--- config.mk ---
export PLATFORM = sky130hd
export DESIGN_NAME = hilo_div_ctrl_flat
export DESIGN_NICKNAME = d
export VERILOG_FILES = /design/src/rtl/hilo_div_ctrl_if.sv /design/src/rtl/hilo_div_ctrl.sv /design/src/flat_wrapper.sv
export SDC_FILE = /design/constraint.sdc
export NUM_CORES = 1
export LEC_CHECK = 0
export CORE_UTILIZATION = 42
export DETAILED_ROUTE_END_ITERATION = 12
export HOLD_SLACK_MARGIN = 0.05
export PLACE_DENSITY = 0.79
export SLEW_MARGIN = 10
export SYNTH_ARGS = -nofsm -noshare
export SYNTH_HDL_FRONTEND = slang
export SYNTH_SLANG_ARGS = --single-unit
--- constraint.sdc ---
create_clock -name clk -period 1.9 [get_ports clk]
set_input_delay 0.38 -clock clk [delete_from_list [all_inputs] [get_ports clk]]
set_output_delay 0.38 -clock clk [all_outputs]
set_load 0.02 [all_outputs]
--- src/rtl/hilo_div_ctrl_if.sv ---
// EX-stage and divider-side signals of the HI/LO divide sequencer.
// slave: the sequencer itself; master: the pipeline/divider environment driving it.
interface hilo_div_ctrl_if;
    logic        op_valid;
    logic        op_div;
    logic        op_divu;
    logic        op_mthi;
    logic        op_mtlo;
    logic [31:0] op_a;
    logic [31:0] op_b;
    logic        cancel;
    logic        md_stall;
    logic [31:0] div_x;
    logic [31:0] div_y;
    logic        div_signed;
    logic        div_start;
    logic        div_abort;
    logic [31:0] div_s;
    logic [31:0] div_r;
    logic        div_complete;
    logic [31:0] hi;
    logic [31:0] lo;

    modport slave (
        input  op_valid, op_div, op_divu, op_mthi, op_mtlo, op_a, op_b, cancel,
        input  div_s, div_r, div_complete,
        output md_stall, div_x, div_y, div_signed, div_start, div_abort, hi, lo
    );

    modport master (
        output op_valid, op_div, op_divu, op_mthi, op_mtlo, op_a, op_b, cancel,
        output div_s, div_r, div_complete,
        input  md_stall, div_x, div_y, div_signed, div_start, div_abort, hi, lo
    );
endinterface

--- src/rtl/hilo_div_ctrl.sv ---
// Sequencer for DIV/DIVU/MTHI/MTLO: latches operands, runs the iterative divider, owns HI/LO.
// Optional macro DIV_ZERO_SKIP_EN: divides with a zero divisor are not issued to the divider.
module hilo_div_ctrl (
    input  logic            clk,
    input  logic            resetn,
    hilo_div_ctrl_if.slave  bus
);
    typedef enum logic [1:0] {IDLE, RUN, DONE} state_t;

    state_t      state_q, state_d;
    logic [31:0] hi_q, hi_d;
    logic [31:0] lo_q, lo_d;
    logic [31:0] x_q, x_d;
    logic [31:0] y_q, y_d;
    logic        sgn_q, sgn_d;
    logic        start_q, start_d;
    logic        is_div;
    logic        go;
    logic        stall;
    logic        abort;

    always_comb begin
        is_div = bus.op_valid & (bus.op_div | bus.op_divu) & ~bus.cancel;
`ifdef DIV_ZERO_SKIP_EN
        go = is_div & (bus.op_b != 32'd0);
`else
        go = is_div;
`endif
    end

    always_comb begin
        state_d = state_q;
        hi_d    = hi_q;
        lo_d    = lo_q;
        x_d     = x_q;
        y_d     = y_q;
        sgn_d   = sgn_q;
        start_d = start_q;
        stall   = 1'b0;
        abort   = 1'b0;
        case (state_q)
            IDLE: begin
                stall = go;
                if (go) begin
                    x_d     = bus.op_a;
                    y_d     = bus.op_b;
                    sgn_d   = bus.op_div;
                    start_d = 1'b1;
                    state_d = RUN;
                end
                if (bus.op_valid & ~bus.cancel & bus.op_mthi) hi_d = bus.op_a;
                if (bus.op_valid & ~bus.cancel & bus.op_mtlo) lo_d = bus.op_a;
            end
            RUN: begin
                stall = 1'b1;
                // A flush wins even if the divider finishes in the same cycle.
                if (bus.cancel) begin
                    abort   = 1'b1;
                    start_d = 1'b0;
                    state_d = IDLE;
                end else if (bus.div_complete) begin
                    lo_d    = bus.div_s;
                    hi_d    = bus.div_r;
                    start_d = 1'b0;
                    state_d = DONE;
                end
            end
            DONE: begin
                state_d = IDLE;
            end
            default: begin
                start_d = 1'b0;
                state_d = IDLE;
            end
        endcase
    end

    always_ff @(posedge clk or negedge resetn) begin
        if (!resetn) begin
            state_q <= IDLE;
            hi_q    <= 32'd0;
            lo_q    <= 32'd0;
            x_q     <= 32'd0;
            y_q     <= 32'd0;
            sgn_q   <= 1'b0;
            start_q <= 1'b0;
        end else begin
            state_q <= state_d;
            hi_q    <= hi_d;
            lo_q    <= lo_d;
            x_q     <= x_d;
            y_q     <= y_d;
            sgn_q   <= sgn_d;
            start_q <= start_d;
        end
    end

    assign bus.md_stall   = stall;
    assign bus.div_abort  = abort;
    assign bus.div_start  = start_q;
    assign bus.div_x      = x_q;
    assign bus.div_y      = y_q;
    assign bus.div_signed = sgn_q;
    assign bus.hi         = hi_q;
    assign bus.lo         = lo_q;
endmodule

--- src/flat_wrapper.sv ---
// flat-port wrapper written by rule: the top's interface ports become plain ports
module hilo_div_ctrl_flat 
  (clk, resetn, bus_op_valid, bus_op_div, bus_op_divu, bus_op_mthi, bus_op_mtlo, bus_op_a, bus_op_b, bus_cancel, bus_div_s, bus_div_r, bus_div_complete, bus_md_stall, bus_div_x, bus_div_y, bus_div_signed, bus_div_start, bus_div_abort, bus_hi, bus_lo);
  hilo_div_ctrl_if bus_i ();
  input  logic clk;
  input  logic resetn;
  input wire logic [$bits(bus_i.op_valid)-1:0] bus_op_valid;
  input wire logic [$bits(bus_i.op_div)-1:0] bus_op_div;
  input wire logic [$bits(bus_i.op_divu)-1:0] bus_op_divu;
  input wire logic [$bits(bus_i.op_mthi)-1:0] bus_op_mthi;
  input wire logic [$bits(bus_i.op_mtlo)-1:0] bus_op_mtlo;
  input wire logic [$bits(bus_i.op_a)-1:0] bus_op_a;
  input wire logic [$bits(bus_i.op_b)-1:0] bus_op_b;
  input wire logic [$bits(bus_i.cancel)-1:0] bus_cancel;
  input wire logic [$bits(bus_i.div_s)-1:0] bus_div_s;
  input wire logic [$bits(bus_i.div_r)-1:0] bus_div_r;
  input wire logic [$bits(bus_i.div_complete)-1:0] bus_div_complete;
  output wire logic [$bits(bus_i.md_stall)-1:0] bus_md_stall;
  output wire logic [$bits(bus_i.div_x)-1:0] bus_div_x;
  output wire logic [$bits(bus_i.div_y)-1:0] bus_div_y;
  output wire logic [$bits(bus_i.div_signed)-1:0] bus_div_signed;
  output wire logic [$bits(bus_i.div_start)-1:0] bus_div_start;
  output wire logic [$bits(bus_i.div_abort)-1:0] bus_div_abort;
  output wire logic [$bits(bus_i.hi)-1:0] bus_hi;
  output wire logic [$bits(bus_i.lo)-1:0] bus_lo;
  assign bus_i.op_valid = bus_op_valid;
  assign bus_i.op_div = bus_op_div;
  assign bus_i.op_divu = bus_op_divu;
  assign bus_i.op_mthi = bus_op_mthi;
  assign bus_i.op_mtlo = bus_op_mtlo;
  assign bus_i.op_a = bus_op_a;
  assign bus_i.op_b = bus_op_b;
  assign bus_i.cancel = bus_cancel;
  assign bus_i.div_s = bus_div_s;
  assign bus_i.div_r = bus_div_r;
  assign bus_i.div_complete = bus_div_complete;
  assign bus_md_stall = bus_i.md_stall;
  assign bus_div_x = bus_i.div_x;
  assign bus_div_y = bus_i.div_y;
  assign bus_div_signed = bus_i.div_signed;
  assign bus_div_start = bus_i.div_start;
  assign bus_div_abort = bus_i.div_abort;
  assign bus_hi = bus_i.hi;
  assign bus_lo = bus_i.lo;
  hilo_div_ctrl u_core (.clk(clk), .resetn(resetn), .bus(bus_i));
endmodule
==> results.sh, run 1 <==
export IMPL_status="completed"
export IMPL_syn_inst=363
export IMPL_final_util=0.691
export IMPL_cts_tree="done"
export IMPL_critical_path_required_ps=1520
export IMPL_synth_area_leaders="dfrtp_1 56%, mux2_2 22%, mux2_4 12%, mux2_1 5.5%, buf_6 1.9%"
export IMPL_syn2layout_area_growth_pct=60.6
export IMPL_comb_power_share=0.361
export IMPL_final_hold_viol_count=0
export IMPL_cp_startpoint="u_core.state_q[1]$_DFFE_PN0P_"
export IMPL_fillers=919
export IMPL_synth_top_area_cell="dfrtp_1"
export IMPL_syn_num_nets=500
export IMPL_ys_flop_type="dfrtp_1"
export IMPL_avgSynthCellArea_um2=16.4
export IMPL_power_leakage_nw=4.01
export IMPL_r2r_start="u_core.state_q[1]$_DFFE_PN0P_"
export IMPL_fp_dieW_um=121
export IMPL_drtAntennaViolNets=0
export IMPL_io_buffers=268
export IMPL_path_max_fanout=3
export IMPL_ys_warn_count=0
export IMPL_gr_usage_met2=0.365
export IMPL_cts_root_buf="clkbuf_16"
export IMPL_fin_setup_tns_ps=0
export IMPL_drv_cap=0
export IMPL_ys_seq_area_frac=0.555
export IMPL_start_util=0.430
export IMPL_power_frac_seq=0.350
export IMPL_synth_top_cell_area_share=0.555
export IMPL_grtUsageTotal=0.211
export IMPL_clk_path_buf_depth=2
export IMPL_worst_pin_slew_ps=481
export IMPL_wl_per_cell_um=17.9
export IMPL_hp_class="input pin to asynchronous set/reset pin"
export IMPL_grt_setup_unrepaired="false"
export IMPL_crit_type="flop to primary output"
export IMPL_seqCellArea_mm2=0.00330
export IMPL_vias=4151
export IMPL_arrival_ps=1430
export IMPL_synth_cell_area_mm2=0.00595
export IMPL_yosysMostFrequentCell="dfrtp_1"
export IMPL_globalplace_congestion=0.819
export IMPL_slew_limit_headroom=0.680
export IMPL_period_share=0.952
export IMPL_fin_worst_skew_ps=10.1
export IMPL_clkLatencyLatePin_ps=410
export IMPL_htree_levels=4
export IMPL_drcViolationCount=0
export IMPL_slew_violations=0
export IMPL_clock_sinks=132
export IMPL_endpoint_kind="primary output"
export IMPL_die_h_um=121
export IMPL_viasPerCell=4.94
export IMPL_nets=785
export IMPL_die_area_mm2=0.0146
export IMPL_fin_crit_ps=1810
export IMPL_grt_overflow=0
export IMPL_hpwl_mm=11.0
export IMPL_grt_pass1_wl_mm=23.3
export IMPL_synth_commonest_cells="132 x dfrtp_1, 115 x mux2_2, 49 x mux2_4"
export IMPL_ioPinCount=269
export IMPL_grt_busiest_layer="met2"
export IMPL_drt_wl_total_mm=15.0
export IMPL_worst_ir_drop_vdd_mv=0.681
export IMPL_grt_max_degree=46
export IMPL_drive_above_1_share=0.331
export IMPL_synth_edff_count=0
export IMPL_core_mm2=0.0138
export IMPL_numCtsBuffers=17
export IMPL_ys_ff_latch=132
export IMPL_netlist_cell_type_count=21
export IMPL_setup_violations=0
export IMPL_worstSetupStartpointType="flop"
export IMPL_grt_use_met3=0.0780
export IMPL_swShare=0.297
export IMPL_pwr_share_clk=0.289
export IMPL_net_switching_power_mw=3.35
export IMPL_antenna_cells=0
export IMPL_internal_power_mw=7.91
export IMPL_max_freq_ghz=0.553
export IMPL_path_clk_slew_ps=60
export IMPL_antenna_found_initial=0
export IMPL_met1_usage=0.240
export IMPL_drt_iter0_drc=115
export IMPL_async_flop_share=1.00
export IMPL_multiInputGateArea_mm2=0.00250
export IMPL_cellPowerDensity_mw_per_mm2=1180
export IMPL_grt_pass1_vias=4474
export IMPL_drt_pass1_iter_count=4
export IMPL_fp_row_count=43
[cells in the final DEF, fill, tap and decap left out, types with 2 or more instances in the layout]
cell	count
mux2_4	49
clkinv_2	5
nand3b_1	3
buf_12	9
a21boi_4	2
clkbuf_16	17
mux2_2	115
clkdlybuf4s50_1	265
mux2_1	29
bufinv_16	2
clkinvlp_4	2
nand2_1	2
buf_4	9
clkbuf_8	5
dfrtp_1	132
[power by group through the flow]
stage	clock, mW	combinational [mW]	sequential (mW)
2_1_floorplan	0	1.00	4.88
3_3_place_gp	0	4.03	3.94
3_5_place_dp	0	4.09	3.99
4_1_cts	3.31	4.11	3.95
5_1_grt	3.44	4.27	4.05
6_report	3.25	4.06	3.94
[per-layer routing]
layer	wire [um]	vias up
met5	0	-
met1	5900	2067
li1	-	1883
met4	195	0
met2	7630	182
met3	1280	19
[state kept, by name, indices dropped and copies added, names as in the netlist]
| name | count |
|---|---|
| u_core.bus.div_x | 32 |
| u_core.bus.hi | 32 |
| u_core.bus.div_y | 32 |
| u_core.state_q | 2 |
| u_core.bus.lo | 32 |
| u_core.bus.div_signed | 1 |
| u_core.bus.div_start | 1 |
[path summary, 6_finish.rpt]
check                           cells after the start  slack (ps)                          endpoint
worst min-delay path                                2         470  u_core.bus.div_x[28]$_DFFE_PN0P_
worst max register to register                      5         110     u_core.bus.hi[11]$_DFFE_PN0P_
max in group asynchronous                           3         810      u_core.bus.hi[0]$_DFFE_PN0P_
worst min register to register                      1         490  u_core.bus.div_x[17]$_DFFE_PN0P_
min in group clk                                    1         490  u_core.bus.div_x[17]$_DFFE_PN0P_
worst max-delay path                                3          90                     bus_div_abort
[metrics by stage]
stage                     hold slack (ps)  setup WS (ps)  cell area (um^2)  cells  power [mW]
final                                 468           91.1              9550    841        11.3
after global routing                  499           29.8              9550    841        11.8
after global placement                369           -254              8940    807        7.97
after floorplan                      84.4            317              5950    363        5.88
after detailed placement              368           -271              8940    807        8.08
after CTS                             459           22.2              9560    841        11.4
[critical path: stages, from the launching register on]
cell and delay (ps):
dfrtp_1 420, nor2b_4 140, and2_1 130, dlygate4sd2_1 330
[kinds of logic (layout without fill, tap and decap cells)]
family / Yosys count / after routing / share of synthesized area
AO/OA/AOI/OAI: 5 / 5 / 0.00694
buffers and inverters: 20 / 318 / 0.0278
flip-flops: 132 / 132 / 0.555
multiplexers: 193 / 193 / 0.396
AND/OR/NAND/NOR: 13 / 13 / 0.0139
[cell type report]
class / count / share of cell area
Clock inverter: 9 / 0.0105
Tap cell: 180 / 0.0236
Sequential cell: 132 / 0.346
Multi-Input combinational cell: 211 / 0.262
Timing Repair Buffer: 286 / 0.306
Clock buffer: 23 / 0.0521
[what timing repair did]
item,4_1_cts,5_1_grt
endpoints found under the setup margin,2,1
buffers inserted,1,0
endpoints found under the hold margin,29,0
hold buffers,1,0
resized for setup,4,1
Power figures use the tool's default switching activity.
==> run 2: changes to the inputs <==
SLEW_MARGIN = not set   (was 10)
==> results of run 2 <==
Final layout, timing and power as in run 1 (identical DEF).
